## src/rtl/upsample_ctrl_param.sv

```systemverilog
// Address/strobe sequencer for 2x nearest-neighbour upsampling of a CH x IMG_H x IMG_W
// feature map: one input read per pixel, then four output writes (one per sub-pixel).
module upsample_ctrl_param #(
   parameter  int unsigned IMG_W  = 4,
   parameter  int unsigned IMG_H  = 4,
   parameter  int unsigned CH     = 2,
   localparam int unsigned IN_AW  = ($clog2(CH*IMG_W*IMG_H) > 1) ? $clog2(CH*IMG_W*IMG_H) : 1,
   localparam int unsigned OUT_AW = IN_AW + 2
) (
   input  logic              clk,
   input  logic              rst,
   input  logic              start,
   input  logic              out_ready,
   output logic              busy,
   output logic              done,
   output logic              in_rd_en,
   output logic [IN_AW-1:0]  in_addr,
   output logic              out_wr_en,
   output logic [OUT_AW-1:0] out_addr,
   output logic [1:0]        quad
);

   localparam int unsigned PLANE = IMG_W * IMG_H;
   localparam int unsigned CW    = (CH    > 1) ? $clog2(CH)    : 1;
   localparam int unsigned RW    = (IMG_H > 1) ? $clog2(IMG_H) : 1;
   localparam int unsigned WW    = (IMG_W > 1) ? $clog2(IMG_W) : 1;

   typedef enum logic [1:0] {S_IDLE, S_RD, S_WR, S_FIN} state_t;

   state_t          state_q, state_d;
   logic [CW-1:0]   ch_q, ch_d;
   logic [RW-1:0]   r_q, r_d;
   logic [WW-1:0]   c_q, c_d;
   logic [1:0]      quad_q, quad_d;
   logic            last_px;

   // State and pixel/sub-pixel counters
   always_ff @(posedge clk) begin
      if (rst) begin
         state_q <= S_IDLE;
         ch_q    <= '0;
         r_q     <= '0;
         c_q     <= '0;
         quad_q  <= '0;
      end else begin
         state_q <= state_d;
         ch_q    <= ch_d;
         r_q     <= r_d;
         c_q     <= c_d;
         quad_q  <= quad_d;
      end
   end

   // Next state; counters return to zero after the last pixel so IDLE/FIN show address 0
   always_comb begin
      state_d = state_q;
      ch_d    = ch_q;
      r_d     = r_q;
      c_d     = c_q;
      quad_d  = quad_q;
      last_px = (ch_q == CW'(CH - 1)) && (r_q == RW'(IMG_H - 1)) && (c_q == WW'(IMG_W - 1));
      case (state_q)
         S_IDLE: begin
            if (start) begin
               state_d = S_RD;
               ch_d    = '0;
               r_d     = '0;
               c_d     = '0;
               quad_d  = '0;
            end
         end
         S_RD: begin
            state_d = S_WR;
            quad_d  = '0;
         end
         S_WR: begin
            if (out_ready) begin
               quad_d = quad_q + 2'd1;
               if (quad_q == 2'd3) begin
                  if (last_px) begin
                     state_d = S_FIN;
                     ch_d    = '0;
                     r_d     = '0;
                     c_d     = '0;
                  end else begin
                     state_d = S_RD;
                     if (c_q == WW'(IMG_W - 1)) begin
                        c_d = '0;
                        if (r_q == RW'(IMG_H - 1)) begin
                           r_d  = '0;
                           ch_d = ch_q + CW'(1);
                        end else begin
                           r_d = r_q + RW'(1);
                        end
                     end else begin
                        c_d = c_q + WW'(1);
                     end
                  end
               end
            end
         end
         S_FIN: state_d = S_IDLE;
      endcase
   end

   // Strobes and addresses decoded from state; out_wr_en follows out_ready within WR
   always_comb begin
      busy      = (state_q != S_IDLE);
      done      = (state_q == S_FIN);
      in_rd_en  = (state_q == S_RD);
      out_wr_en = (state_q == S_WR) && out_ready;
      quad      = quad_q;
      in_addr   = IN_AW'(32'(ch_q) * PLANE + 32'(r_q) * IMG_W + 32'(c_q));
      out_addr  = OUT_AW'(32'(ch_q) * (4 * PLANE)
                        + (32'(r_q) * 32'd2 + 32'(quad_q[1])) * (2 * IMG_W)
                        + 32'(c_q) * 32'd2 + 32'(quad_q[0]));
   end

endmodule

```

## config.mk

```make
export PLATFORM = sky130hd
export DESIGN_NAME = upsample_ctrl_param
export DESIGN_NICKNAME = d
export VERILOG_FILES = /design/src/rtl/upsample_ctrl_param.sv
export SDC_FILE = /design/constraint.sdc
export NUM_CORES = 1
export LEC_CHECK = 0
export BUFFER_PORTS_ARGS = -buffer_cell sky130_fd_sc_hd__buf_2
export CAP_MARGIN = 15
export CORE_AREA = 2 2 39 41
export CTS_BUF_LIST = sky130_fd_sc_hd__clkbuf_4 sky130_fd_sc_hd__clkbuf_8 sky130_fd_sc_hd__clkbuf_16
export CTS_CLUSTER_DIAMETER = 100
export DETAILED_ROUTE_END_ITERATION = 6
export DIE_AREA = 0 0 41 43
export GPL_ROUTABILITY_DRIVEN = 0
export PLACE_DENSITY = 0.74
export SLEW_MARGIN = 20
export SYNTH_ARGS = -nofsm -noshare
export SYNTH_HDL_FRONTEND = slang
export SYNTH_SLANG_ARGS = --single-unit
```

## constraint.sdc

```tcl
create_clock -name clk -period 4.26 [get_ports clk]
set_clock_uncertainty 0.2 [all_clocks]
set_input_delay 0.852 -clock clk [delete_from_list [all_inputs] [get_ports clk]]
set_output_delay 0.852 -clock clk [all_outputs]
set_load 0.03 [all_outputs]
```

==> summary.txt <==
Die Ht: 43 microns
worst min path class: register to register
final worst path period need: 2440 ps
sequential power share: 48.6%
clock share of power: 37.4%
CTS Sinks: 9
CTS tree: yes
Compound-Gate Fraction of Synth Area: 21.0%
post-synthesis adder-cell area fraction: 8.16%
hold_ws: 309 ps
Antenna Nets Post-Route: 0
commonest non-fill, non-tap cell in the layout: buf_2
DR DRC count: 0
relative slew slack: 68.4%
combinational share of power: 14.0%
CP Data Required Time: 3210 ps
Reg2Reg Capture Point: r_q[0]
Root Buffer: clkbuf_4
# port buffers: 21
Synth top area share: 29.4%
Initial DRC Count: 5
Yosys reg bits: 9
hold buffer count at cts: 0
Fmax achieved: 0.410 GHz
critical path endpoint category: primary output
final setup fails: 0
Net Sw Power: 50.0 uW
total negative slack: 0 ps
Internal: 138 uW
Yosys top cell by area: dfxtp_1
Clk Latency, worst-skew pair: 250 ps
pwr dens: 275 mW/mm^2
mapped cell area: 613 sq um
DRT Wirelength: 1120 microns
Top Family by Delay on Critical Path: flip-flops
Design Area, Final: 684 sq um
first-pass GRT wire length: 1790 microns
die outline area: 0.00176 sq mm
DR WL/cell: 11.6 microns
syn_nets: 75
Post-Synth Simple-Gate Area: 24.7%
FF-to-FF Start: state_q[1]
Synth Instances: 67
IO Pins: 22
ant diodes: 0
post-synthesis mux area share: 0%
synth top area cells: dfxtp_1 (29%), buf_4 (11%), ha_1 (8.2%)
Fill cells: 141
Starting Density: 44.3%
Net Sw Frac: 26.6%
max incr delay on CP: 540 ps
die width: 41 microns
CP cell instances: inv_1 -> nor2_1 -> buf_2
setup slack after layout: 1820 ps
worst reg-to-reg setup slack: 2680 ps
register area share after synthesis: 29.4%
Worst R2R Path Depth: 3
unrepaired setup endpoints after global routing: false
post-synth cell types: 31
H-tree Lvls: 1
startpoint types: register
FP Rows: 14
outcome: finished clean
post-CTS resize count: 0
Leak Pwr: 0.000331 uW
post-synthesis xor/xnor area fraction: 0%
via/cell ratio: 5.34
placed cell areas: 654 sq um
vias in the first global route: 440
maximum VDD drop: 0.000140 V
main combinational cell family by area after synthesis: simple AND/OR/NAND/NOR gates
Area Growth Syn to Fin: 11.6%
actual slew at the worst max-slew pin: 474 ps
Core Region: 0.00138 sq mm
largest net degree at the start of global routing: 17
period utilisation layout: 57.3%
Avg Cell Area, Syn: 9.15 sq um
WHS Endpoint: r_q[1]
Max clock buf depth: 2
fin. max-slew vios: 0
pre-CTS WS: 1890 ps
Max Cap Viol: 0
Hold Path Depth: 2
Syn. warnings: 0
GRT Resource Usage Total: 15.4%
Worst path slowest cell: dfxtp_1
post-CTS setup buffers: 0
CP Max Fanout: 10
buffers and inverters on the worst path: 2
Hold Crit Start: r_q[1]
commonest non-fill, non-tap cells in the layout: buf_2 (21), dfxtp_1 (9), inv_1 (5)
Critical Path AT: 1390 ps
layout cell share with drive strength beyond 1: 38.3%
Vias: 518
Fin. Hold Viols: 0
CTS clock-pin slew for the worst setup and hold paths: 60 ps
Final #Nets: 90
total global routing overflow: 0
TritonCTS buffer count: 3
DRT Pass-1 Iters: 4
DP Wirelength: 826 microns
antenna violations before repair: 0
crit path kind: register to primary output
[tightest hold or removal path, delay by kind of cell (launching register included)]
family                 cells  cell delay, ps
AO/OA/AOI/OAI              1              80
buffers and inverters      1              50
flip-flops                 1             330
[power groups by stage]
stage | sequential (uW) | clock [uW] | combinational, uW
after CTS | 91.4 | 73.0 | 26.4
after global placement | 93.1 | 0 | 26.2
final | 91.5 | 70.4 | 26.3
after detailed placement | 93.2 | 0 | 26.3
after floorplan | 90.3 | 0 | 24.8
after global routing | 92.1 | 78.7 | 28.6
[worst max path at each step]
stage           endpoint  slack [ps]  cells after the start  startpoint
3_5_place_dp   out_wr_en        1890                      3   out_ready
5_1_grt         in_rd_en        1670                      3  state_q[0]
6_report        in_rd_en        1820                      3  state_q[0]
3_3_place_gp   out_wr_en        1900                      3   out_ready
2_1_floorplan  out_wr_en        2040                      1   out_ready
4_1_cts         in_rd_en        1790                      3  state_q[0]
[cell usage after synthesis]
| master | number |
|---|---|
| a211oi_1 | 1 |
| a21oi_1 | 1 |
| a21oi_2 | 1 |
| a22o_1 | 3 |
| a311oi_2 | 1 |
| a31oi_1 | 2 |
| a41oi_1 | 1 |
| and2_1 | 2 |
| and2_4 | 1 |
| and3_1 | 1 |
| buf_2 | 1 |
| buf_4 | 9 |
| buf_6 | 1 |
| dfxtp_1 | 9 |
| ha_1 | 4 |
| inv_1 | 5 |
| nand2_1 | 4 |
| nand2b_1 | 1 |
| nand3_1 | 2 |
| nand3_2 | 1 |
| nand4_1 | 2 |
| nor2_1 | 3 |
| nor2b_1 | 1 |
| nor3b_1 | 1 |
| nor3b_4 | 1 |
| nor4bb_1 | 2 |
| o211ai_1 | 2 |
| o21ai_1 | 1 |
| o32ai_1 | 1 |
| o32ai_2 | 1 |
| or2_1 | 1 |
[cell families after synthesis]
family                     count (synthesis)
and+or+nand+nor                           23
buffers and inverters                     16
AOI/OAI and AO/OA                         15
DFF                                        9
adders and majority gates                  4
[area by class of cell]
cell class	count	area, sq um	area share (%)
Tap cell	16	20.0	2.93
Sequential cell	9	180	26.3
Inverter	5	18.8	2.74
Clock buffer	4	30.0	4.39
Timing Repair Buffer	21	105	15.4
Multi-Input combinational cell	42	330	48.3
[stage by stage]
step	utilization, %	power [uW]	std cells
5_1_grt	49.5	199	97
2_1_floorplan	-	115	67
3_5_place_dp	47.3	119	93
6_report	49.5	188	97
4_1_cts	49.5	191	97
3_3_place_gp	47.3	119	93
[flip-flops by register name, indices dropped and copies added, names as in the netlist]
name and flops:
ch_q 1, c_q 2, quad 2, r_q 2, state_q 2
[layer usage]
layer	vias to the layer above	track usage [%]	share of wire, %
met4	0	12.0	2.9
met5	-	0	0
met3	4	4.71	6.0
met1	235	20.1	42
li1	263	-	-
met2	16	20.0	49
Power figures use the tool's default switching activity.
